--- src/rtl/camera_pkg.sv ---
// ---------------------------------------------------------------------------
// camera_pkg
// Shared definitions for the camera-to-VGA pixel pipeline.
//   pix_mode_e    : pixel mode encodings driven on the pipe's mode input
//   BLACK / WHITE : single-bit fill values replicated across the pixel width
//   BAR_SHIFT     : h_count bit where the test-bar index starts (64-clock bars)
//   hcount_width  : width of the horizontal counter for a given H_TOTAL
// ---------------------------------------------------------------------------
package camera_pkg;

  typedef enum logic [1:0] {
    MODE_THRESH = 2'd0,
    MODE_INV    = 2'd1,
    MODE_GRAY   = 2'd2,
    MODE_BARS   = 2'd3
  } pix_mode_e;

  localparam logic BLACK = 1'b0;
  localparam logic WHITE = 1'b1;

  localparam int BAR_SHIFT = 6;

  // The horizontal counter is never narrower than 10 bits so the test-bar
  // slice stays in range even for small H_TOTAL values.
  function automatic int hcount_width(input int h_total);
    int w;
    w = $clog2(h_total + 1);
    return (w < 10) ? 10 : w;
  endfunction

endpackage

--- src/rtl/pixel_mapper.sv ---
// ---------------------------------------------------------------------------
// pixel_mapper
// Purely combinational mapping of a luma byte to an output pixel.
//   y_i         : luma byte of the current pair
//   mode_i      : pixel mode (threshold / inverted threshold / gray / bars)
//   threshold_i : luma comparison level for the threshold modes
//   h_count_i   : current horizontal counter, used only by the test bars
//   pixel_o     : OUT_W-bit pixel value
// ---------------------------------------------------------------------------
module pixel_mapper
  import camera_pkg::*;
#(
  parameter int DATA_W = 8,
  parameter int OUT_W  = 3,
  parameter int HC_W   = 10
) (
  input  logic [DATA_W-1:0] y_i,
  input  logic [1:0]        mode_i,
  input  logic [DATA_W-1:0] threshold_i,
  input  logic [HC_W-1:0]   h_count_i,
  output logic [OUT_W-1:0]  pixel_o
);

  logic y_bright;
  logic unused_hc;

  assign y_bright = (y_i >= threshold_i);

  // Only the bar slice of the counter matters here; fold the rest away.
  assign unused_hc = ^h_count_i;

  always_comb begin
    pixel_o = {OUT_W{BLACK}};
    case (mode_i)
      MODE_THRESH: pixel_o = y_bright ? {OUT_W{WHITE}} : {OUT_W{BLACK}};
      MODE_INV:    pixel_o = y_bright ? {OUT_W{BLACK}} : {OUT_W{WHITE}};
      MODE_GRAY:   pixel_o = y_i[DATA_W-1 -: OUT_W];
      MODE_BARS:   pixel_o = h_count_i[BAR_SHIFT +: OUT_W];
      default:     pixel_o = {OUT_W{BLACK}};
    endcase
  end

endmodule

--- src/rtl/camera_pixel_pipe.sv ---
// ---------------------------------------------------------------------------
// camera_pixel_pipe
// Converts a camera YUV byte stream into a registered VGA pixel with
// horizontal/vertical sync, a line counter and an end-of-frame pulse.
//   pclk       : sole clock, rising edge
//   reset      : asynchronous, active-high
//   data_in    : camera byte stream (alternating chroma / luma)
//   h_ref      : camera line-valid
//   v_sync     : camera frame sync, active-high
//   mode       : pixel mode (see camera_pkg::pix_mode_e)
//   threshold  : luma level for the threshold modes
//   hs, vs     : registered active-low syncs
//   data_out   : registered pixel, updated only on luma bytes
//   pix_valid  : one-cycle strobe accompanying each data_out update
//   line_count : h_ref lines finished in the current frame (saturating)
//   frame_done : one-cycle pulse after a v_sync rising edge
// ---------------------------------------------------------------------------
module camera_pixel_pipe
  import camera_pkg::*;
#(
  parameter int DATA_W  = 8,
  parameter int OUT_W   = 3,
  parameter int H_TOTAL = 784,
  parameter int H_SYNC  = 80,
  parameter int Y_FIRST = 0,
  parameter int LINE_W  = 10
) (
  input  logic              pclk,
  input  logic              reset,
  input  logic [DATA_W-1:0] data_in,
  input  logic              h_ref,
  input  logic              v_sync,
  input  logic [1:0]        mode,
  input  logic [DATA_W-1:0] threshold,
  output logic              hs,
  output logic              vs,
  output logic [OUT_W-1:0]  data_out,
  output logic              pix_valid,
  output logic [LINE_W-1:0] line_count,
  output logic              frame_done
);

  localparam int              HC_W    = hcount_width(H_TOTAL);
  localparam logic [HC_W-1:0] H_LAST  = HC_W'(H_TOTAL);
  localparam logic [HC_W-1:0] H_SYNCW = HC_W'(H_SYNC);
  // Byte phase on which the luma byte of a pair arrives.
  localparam logic            Y_PHASE = (Y_FIRST != 0) ? 1'b0 : 1'b1;

  // State
  logic [HC_W-1:0]   h_count_q,    h_count_d;
  logic              hs_q,         hs_d;
  logic              vs_q,         vs_d;
  logic [OUT_W-1:0]  data_out_q,   data_out_d;
  logic              pix_valid_q,  pix_valid_d;
  logic [LINE_W-1:0] line_count_q, line_count_d;
  logic              frame_done_q, frame_done_d;
  logic              phase_q,      phase_d;
  logic              h_ref_q;
  logic              v_sync_q;

  // Decode
  logic             vs_rise;
  logic             href_fall;
  logic             y_byte;
  logic [OUT_W-1:0] mapped_pix;

  assign vs_rise   = v_sync & ~v_sync_q;
  assign href_fall = h_ref_q & ~h_ref;

  // Frame sync suppresses pixel output even if the camera keeps h_ref up.
  assign y_byte = h_ref & (phase_q == Y_PHASE) & ~v_sync;

  pixel_mapper #(
    .DATA_W (DATA_W),
    .OUT_W  (OUT_W),
    .HC_W   (HC_W)
  ) u_mapper (
    .y_i         (data_in),
    .mode_i      (mode),
    .threshold_i (threshold),
    .h_count_i   (h_count_q),
    .pixel_o     (mapped_pix)
  );

  // Horizontal timing
  always_comb begin
    h_count_d = h_count_q;
    if (v_sync) begin
      h_count_d = '0;
    end else if (h_count_q == H_LAST) begin
      h_count_d = '0;
    end else begin
      h_count_d = h_count_q + HC_W'(1);
    end
  end

  always_comb begin
    hs_d = (h_count_q >= H_SYNCW);
    vs_d = ~v_sync;
  end

  // Byte phase / pixel update
  always_comb begin
    // Any idle pclk realigns the pair so each line starts on phase 0.
    phase_d     = h_ref ? ~phase_q : 1'b0;
    pix_valid_d = y_byte;
    data_out_d  = y_byte ? mapped_pix : data_out_q;
  end

  // Line / frame bookkeeping
  always_comb begin
    line_count_d = line_count_q;
    // Frame start takes priority over a line end in the same cycle.
    if (vs_rise) begin
      line_count_d = '0;
    end else if (href_fall && (line_count_q != {LINE_W{1'b1}})) begin
      line_count_d = line_count_q + LINE_W'(1);
    end
    frame_done_d = vs_rise;
  end

  always_ff @(posedge pclk or posedge reset) begin
    if (reset) begin
      h_count_q    <= '0;
      hs_q         <= 1'b0;
      vs_q         <= 1'b1;
      data_out_q   <= '0;
      pix_valid_q  <= 1'b0;
      line_count_q <= '0;
      frame_done_q <= 1'b0;
      phase_q      <= 1'b0;
      h_ref_q      <= 1'b0;
      v_sync_q     <= 1'b0;
    end else begin
      h_count_q    <= h_count_d;
      hs_q         <= hs_d;
      vs_q         <= vs_d;
      data_out_q   <= data_out_d;
      pix_valid_q  <= pix_valid_d;
      line_count_q <= line_count_d;
      frame_done_q <= frame_done_d;
      phase_q      <= phase_d;
      h_ref_q      <= h_ref;
      v_sync_q     <= v_sync;
    end
  end

  assign hs         = hs_q;
  assign vs         = vs_q;
  assign data_out   = data_out_q;
  assign pix_valid  = pix_valid_q;
  assign line_count = line_count_q;
  assign frame_done = frame_done_q;

endmodule
--- config.mk ---
export PLATFORM = sky130hd
export DESIGN_NAME = camera_pixel_pipe
export DESIGN_NICKNAME = d
export VERILOG_FILES = /design/src/rtl/camera_pkg.sv /design/src/rtl/pixel_mapper.sv /design/src/rtl/camera_pixel_pipe.sv
export SDC_FILE = /design/constraint.sdc
export NUM_CORES = 1
export LEC_CHECK = 0
export ABC_AREA = 1
export ABC_CLOCK_PERIOD_IN_PS = 3300
export CAP_MARGIN = 20
export CORE_AREA = 2 2 81 83
export CTS_BUF_LIST = sky130_fd_sc_hd__clkbuf_8
export DETAILED_ROUTE_END_ITERATION = 8
export DIE_AREA = 0 0 83 85
export PLACE_DENSITY = 0.5
export SYNTH_ARGS = -nofsm -noshare
export SYNTH_HDL_FRONTEND = slang
export SYNTH_SLANG_ARGS = --single-unit
export TNS_END_PERCENT = 100
--- constraint.sdc ---
create_clock -name pclk -period 3.3 [get_ports pclk]
set_input_delay 0.99 -clock pclk [delete_from_list [all_inputs] [get_ports pclk]]
set_output_delay 0.99 -clock pclk [all_outputs]
set_load 0.02 [all_outputs]
* Word level (Yosys, flattened, before mapping)
Index checks and enable logic that the tools add are counted.
** Word-level totals
- Output and inout port bits :: 17
- Input bits :: 22
- Flip-flop bits (word level) :: 30
- Word-level logic and storage cells :: 38
** Operators by class
- $lt $le $gt $ge :: 2
- Reduce and logical (&&, ||, !) cells :: 3
- Add/subtract/negate cells :: 2
- Bitwise gates (word level) :: 8
- Muxes and demuxes :: 8
- Equal/unequal tests :: 5
** Operator list (count)
- $mux W10 :: 4
- $add A10 B1 Y10 const B :: 2
- $pmux W3 S4 :: 1
- $eq A10 B10 Y1 const B :: 1
- $ge A10 B7 Y1 const B :: 1
- $ne A10 B10 Y1 const B :: 1
- $ge A8 B8 Y1 :: 1
- $mux W3 :: 2
- $and A1 B1 Y1 :: 4
- $eq A2 B2 Y1 const B :: 2
- $not A1 Y1 :: 4
- $eq A2 B1 Y1 const B :: 1
- $logic_not A2 Y1 :: 1
- $reduce_bool A2 Y1 :: 1
- $logic_and A1 B1 Y1 :: 1
- $mux W1 :: 1

* Longest topological paths before layout
- Depth in word-level cells :: 5
- Gate-level depth with buffers :: 13
- Depth with buffers taken out :: 13

* Modules after synthesis
A second synthesis with hierarchy kept.
** Unflattened totals
- Cells, all modules :: 241
- Area total of the unflattened synthesis :: 1824.2 µm²
** Modules (own cells, without submodules)
- camera_pixel_pipe :: area each 1485.2 µm², instances 1, cells an instance 182
- pixel_mapper :: area each 339.1 µm², instances 1, cells an instance 59

* Least setup slack after synthesis
Ideal clock, no wire load.
- Path kind :: input port to flip-flop
- From :: input port threshold[3]
- To :: register data_out_q[0], in the netlist data_out[0]
- Arrival :: 1.856 ns
- Setup time :: 0.117 ns
- Path slack :: 1.327 ns
- Required time :: 3.183 ns
- Stages :: 12
- Cells stage by stage :: inv_1 > ha_1 > nand2_1 > nor2_1 > nor2_1 > nand2_1 > nand2_1 > nand2_1 > nand2_1 > nand2_1 > nor2_1 > nor2_1
** Between the ends
- Word-level cells in the longest chain between the ends :: 3
- Elaborated cells on any way between the ends :: 4
** Ends and longest elaborated chain
- start: declaration :: line camera_pixel_pipe.sv:34 : input logic [DATA_W-1:0] threshold,
- $ge A8 B8 Y1 * :: line pixel_mapper.sv:27 : assign y_bright = (y_i >= threshold_i);
- $mux W3, on equally long branches :: line pixel_mapper.sv:36, pixel_mapper.sv:35
- $pmux W3 S4 * :: line pixel_mapper.sv:34 : case (mode_i)
- end signal: assignment :: line camera_pixel_pipe.sv:138 : data_out_q <= data_out_d;
- end: declaration :: line camera_pixel_pipe.sv:53 : logic [OUT_W-1:0] data_out_q, data_out_d;
Every way passes the cells marked *; elsewhere a longest branch is shown, timed or not.
A chain may end at the register's enable or synchronous reset.

* Worst setup path in the final report
- From :: register line_count_q[8], in the netlist line_count[8]
- To :: output port line_count[8]
** RTL lines
- start: declaration :: line camera_pixel_pipe.sv:55 : logic [LINE_W-1:0] line_count_q, line_count_d;
- start signal: assignment :: line camera_pixel_pipe.sv:140 : line_count_q <= line_count_d;
- end: declaration :: line camera_pixel_pipe.sv:39 : output logic [LINE_W-1:0] line_count,
No word-level cell between the ends.

==> impl_summary.md <==
Place
The port buffer count is 38. The half-perimeter wire length after placement is 2.95 mm. Routability-driven placement finished with a final weighted congestion of 0.731. OpenSTA, run right after detailed placement, puts the worst setup slack at 0.717 ns.

Power and ir drop
For this design the ratio of total power to cell area is 375 nW/um^2. For this design the static power due to leakage is 1.12 nW. The power spent charging and discharging nets is 0.259 mW. The share of total power dissipated in sequential elements is 0.453. The share of total power dissipated in the clock network is 0.352. Across the VDD grid, the largest voltage drop is 0.000156 V. The share of total power dissipated in combinational logic is 0.195.

Internal power comes to 0.638 mW. Of the total power, the share spent switching nets is 0.289.

Drt
The number of nets with antenna violations after routing is 0. In the final routed layout, each cell accounts on average for 10.8 um. The count of unresolved DRC violations after routing is 0. The first routing iteration left 45 violations. The via count is 1558.

Using the TritonRoute via totals, the vias-per-cell ratio works out to 4.44. For this run, the detailed router's first-pass iteration total came to 4. The final layout contains routed wiring with a total length of 3.78 mm.

Clock tree
The clock root buffer master is sky130_fd_sc_hd__clkbuf_8. Hold repair after CTS inserted 0 buffers. TritonCTS built the clock tree. The number of H-tree branching levels is 2. The clock buffer count from CTS is 5. The number of setup buffers added after CTS is 0. The post-cts sizing count is 0. The number of clock sinks is 30. The clock transition at the register clock pins on the worst setup and hold paths after CTS is 0.08 ns. In this run the deepest clock path goes through 2 buffers. The clock latency of the later-clocked register in the worst-skew pair is 0.30 ns.

Synth
The summed instance area of the synthesized netlist is 1820 sq um. The share of the synthesized netlist area taken by xor and xnor gates is 0.0289. The share of the Yosys chip area taken by registers is 0.414.

The fraction of the mapped netlist area in compound gates is 0.0724. Yosys printed 0 warnings. The adder and majority cell fraction of the synthesized area is 0.0758.

When the netlist entered floorplanning its net count stood at 260. Synthesis produced a netlist whose cell count is 227. The largest family of logic cells by synthesized area is simple AND/OR/NAND/NOR gates.

The mean instance size in the synthesized netlist is 8.00 sq um. The portion of synthesized area spent on multiplexers is 0. After synthesis the netlist holds a flip-flop and latch count of 30. The simple-gate area share of the yosys netlist is 0.324. The number of different library cells in the post-synthesis netlist is 32.

Floorplan
The die width is 83 um. The area of the die is 7060 sq um. The standard cell core area is 6200 sq um.

The total number of placement rows is 29. The height of the die is 85 um. The number of top-level design ports is 39. The starting utilization of the core area is 0.293.

Setup path
The cell type of the slowest stage on the worst timing path is sky130_fd_sc_hd__clkdlybuf4s50_1. The largest driver fanout on the critical path is 5. The critical path goes through clkdlybuf4s50_1. The buffer and inverter count on the worst path is 1. The required time at the endpoint of the critical path is 2.31 ns.

The family with the most delay on the worst path is buffers and inverters. The delay contributed by the slowest stage of the critical path is 0.64 ns. The worst setup path is of the reg2out kind. STA classifies the critical path endpoint as an output port.

The setup check on the worst reg-to-reg path leaves a slack of 1.79 ns. Data arrives at the worst endpoint at 1.40 ns. The worst setup path is launched from a flip-flop.

Layout
The repair_antennas step left the layout with diodes totalling 0. The filler cell count in the final layout is 643. The flip-flop and latch area is 752 sq um. The share of layout cells above drive strength 1 is 0.102. The number of nets at the end of the flow is 306. The utilization after layout is 0.386. The growth of design area from synthesis to finish is 31.9%.

The multi-input combinational cell area is 910 sq um.

Timing
The actual transition at the worst max-transition pin is 0.430 ns. Between clock sinks in the finished design, the worst skew comes to 0.0135 ns. The timing-limited maximum frequency is 0.419 GHz. The normalized max-slew margin is 0.711.

Setup violations remaining at the end of the flow were counted as 0. Setup repair after global routing left no endpoint under its margin. The post-route worst setup slack is 0.911 ns. The worst hold slack across all endpoints is 0.423 ns.

The post-route fraction of the period consumed by the critical path is 0.724. The final number of hold-violating endpoints is 0. The worst path needs 2.39 ns of the cycle, external delays included. The final number of max-transition violations is 0.

The post-route setup TNS is 0 ns.

Min path
The min-delay analysis places its worst path in the category reg2reg.

Flow run
The total of max-cap violations is 0.

Global route
The number of global-route vias before repair is 1535. The total routing resource utilization after global routing is 0.120. Entering global routing, the biggest net connects 31 pins. The initial antenna violation count was 0.

Summed over all layers, the global routing overflow is 0. The global-route wire length before repair is 6.79 mm.

Run status
The run finished with clean final reports.
==> registers in the layout, summed over array words and instances, names as in the netlist <==
name	flops
h_count_q	10
line_count	10
data_out	3
frame_done	1
h_ref_q	1
hs	1
phase_q	1
pix_valid	1
v_sync_q	1
vs	1
==> power by group through the flow <==
stage / Clock (mW) / Combinational, mW / Sequential, mW
2_1_floorplan: 0 / 0.0777 / 0.432
4_1_cts: 0.329 / 0.179 / 0.407
6_report: 0.316 / 0.175 / 0.407
3_5_place_dp: 0 / 0.179 / 0.414
3_3_place_gp: 0 / 0.178 / 0.414
5_1_grt: 0.345 / 0.198 / 0.410
==> path summary, 6_finish.rpt <==
path	cells after the start	from	endpoint
max	1	line_count[8]	line_count[8]
min	1	phase_q	phase_q
max reg2reg	7	line_count[0]	line_count[2]
min reg2reg	1	phase_q	phase_q
max in group asynchronous	3	reset	vs
min in group asynchronous	3	reset	line_count[7]
==> synth_stat cells <==
cell	count	area, sq um
sky130_fd_sc_hd__nand2_1	48	180
sky130_fd_sc_hd__inv_1	33	124
sky130_fd_sc_hd__nor2_1	32	120
sky130_fd_sc_hd__dfrtp_1	29	726
sky130_fd_sc_hd__nand3_1	13	65.1
sky130_fd_sc_hd__ha_1	11	138
sky130_fd_sc_hd__a21oi_1	7	35.0
sky130_fd_sc_hd__nor3_1	7	35.0
sky130_fd_sc_hd__o21ai_0	7	35.0
sky130_fd_sc_hd__nand4_1	5	31.3
sky130_fd_sc_hd__o21ai_1	5	25.0
sky130_fd_sc_hd__xor2_1	5	43.8
sky130_fd_sc_hd__inv_2	4	15.0
sky130_fd_sc_hd__nor3_4	2	32.5
sky130_fd_sc_hd__nor3b_1	2	15.0
sky130_fd_sc_hd__and3_4	1	11.3
sky130_fd_sc_hd__clkinv_4	1	8.76
sky130_fd_sc_hd__dfstp_2	1	26.3
sky130_fd_sc_hd__inv_4	1	6.26
sky130_fd_sc_hd__nand2_2	1	6.26
sky130_fd_sc_hd__nand2_4	1	11.3
sky130_fd_sc_hd__nand2_8	1	20.0
sky130_fd_sc_hd__nand3b_2	1	11.3
sky130_fd_sc_hd__nor2_8	1	20.0
sky130_fd_sc_hd__nor3_2	1	10.0
sky130_fd_sc_hd__nor4_1	1	6.26
sky130_fd_sc_hd__nor4_2	1	12.5
sky130_fd_sc_hd__o21a_1	1	7.51
sky130_fd_sc_hd__o21ai_2	1	8.76
sky130_fd_sc_hd__o21bai_1	1	7.51
sky130_fd_sc_hd__o31ai_2	1	12.5
sky130_fd_sc_hd__xnor2_1	1	8.76
==> layout make-up <==
cell class	instances	share of cell area
inverters	39	0.0643
clock buffers	6	0.0345
multi-input cells	158	0.380
clock inverters	2	0.00522
well taps	77	0.0402
repair buffers	39	0.162
flip-flops and latches	30	0.314
==> per-stage QoR <==
step	cell area, sq um	power [mW]	std cells
floorplan	1820	0.510	227
global placement	2300	0.592	343
detailed placement	2300	0.593	343
CTS	2390	0.916	351
global route	2390	0.953	351
finish	2390	0.898	351
==> layer usage <==
| layer | GRT usage | share of wire | up-vias |
|---|---|---|---|
| li1 | - | - | 821 |
| met1 | 0.143 | 0.46 | 703 |
| met2 | 0.197 | 0.48 | 27 |
| met3 | 0.0409 | 0.037 | 7 |
| met4 | 0.0537 | 0.019 | 0 |
| met5 | 0 | 0 | - |
==> cells in the final DEF (no fill, tap or decap), drive strengths merged <==
| master | count |
|---|---|
| nand2 | 51 |
| clkdlybuf4s50 | 38 |
| inv | 38 |
| nor2 | 33 |
| dfrtp | 29 |
| nand3 | 13 |
| o21ai | 13 |
| ha | 11 |
| nor3 | 10 |
| a21oi | 7 |
| clkbuf | 6 |
| nand4 | 5 |
| xor2 | 5 |
| nor3b | 2 |
| clkinv | 2 |
| nor4 | 2 |
| and3 | 1 |
| nand3b | 1 |
| o21bai | 1 |
| o21a | 1 |
| o31ai | 1 |
| xnor2 | 1 |
| clkinvlp | 1 |
| buf | 1 |
| dfstp | 1 |
==> logic make-up (layout without fill, tap and decap cells) <==
| logic type | count (synthesis) | after routing |
|---|---|---|
| AO/OA/AOI/OAI | 23 | 23 |
| XOR/XNOR | 6 | 6 |
| adder cells (fa/ha/maj) | 11 | 11 |
| buffers and inverters | 39 | 86 |
| flip-flops | 30 | 30 |
| AND/OR/NAND/NOR | 118 | 118 |
Power figures use the tool's default switching activity.
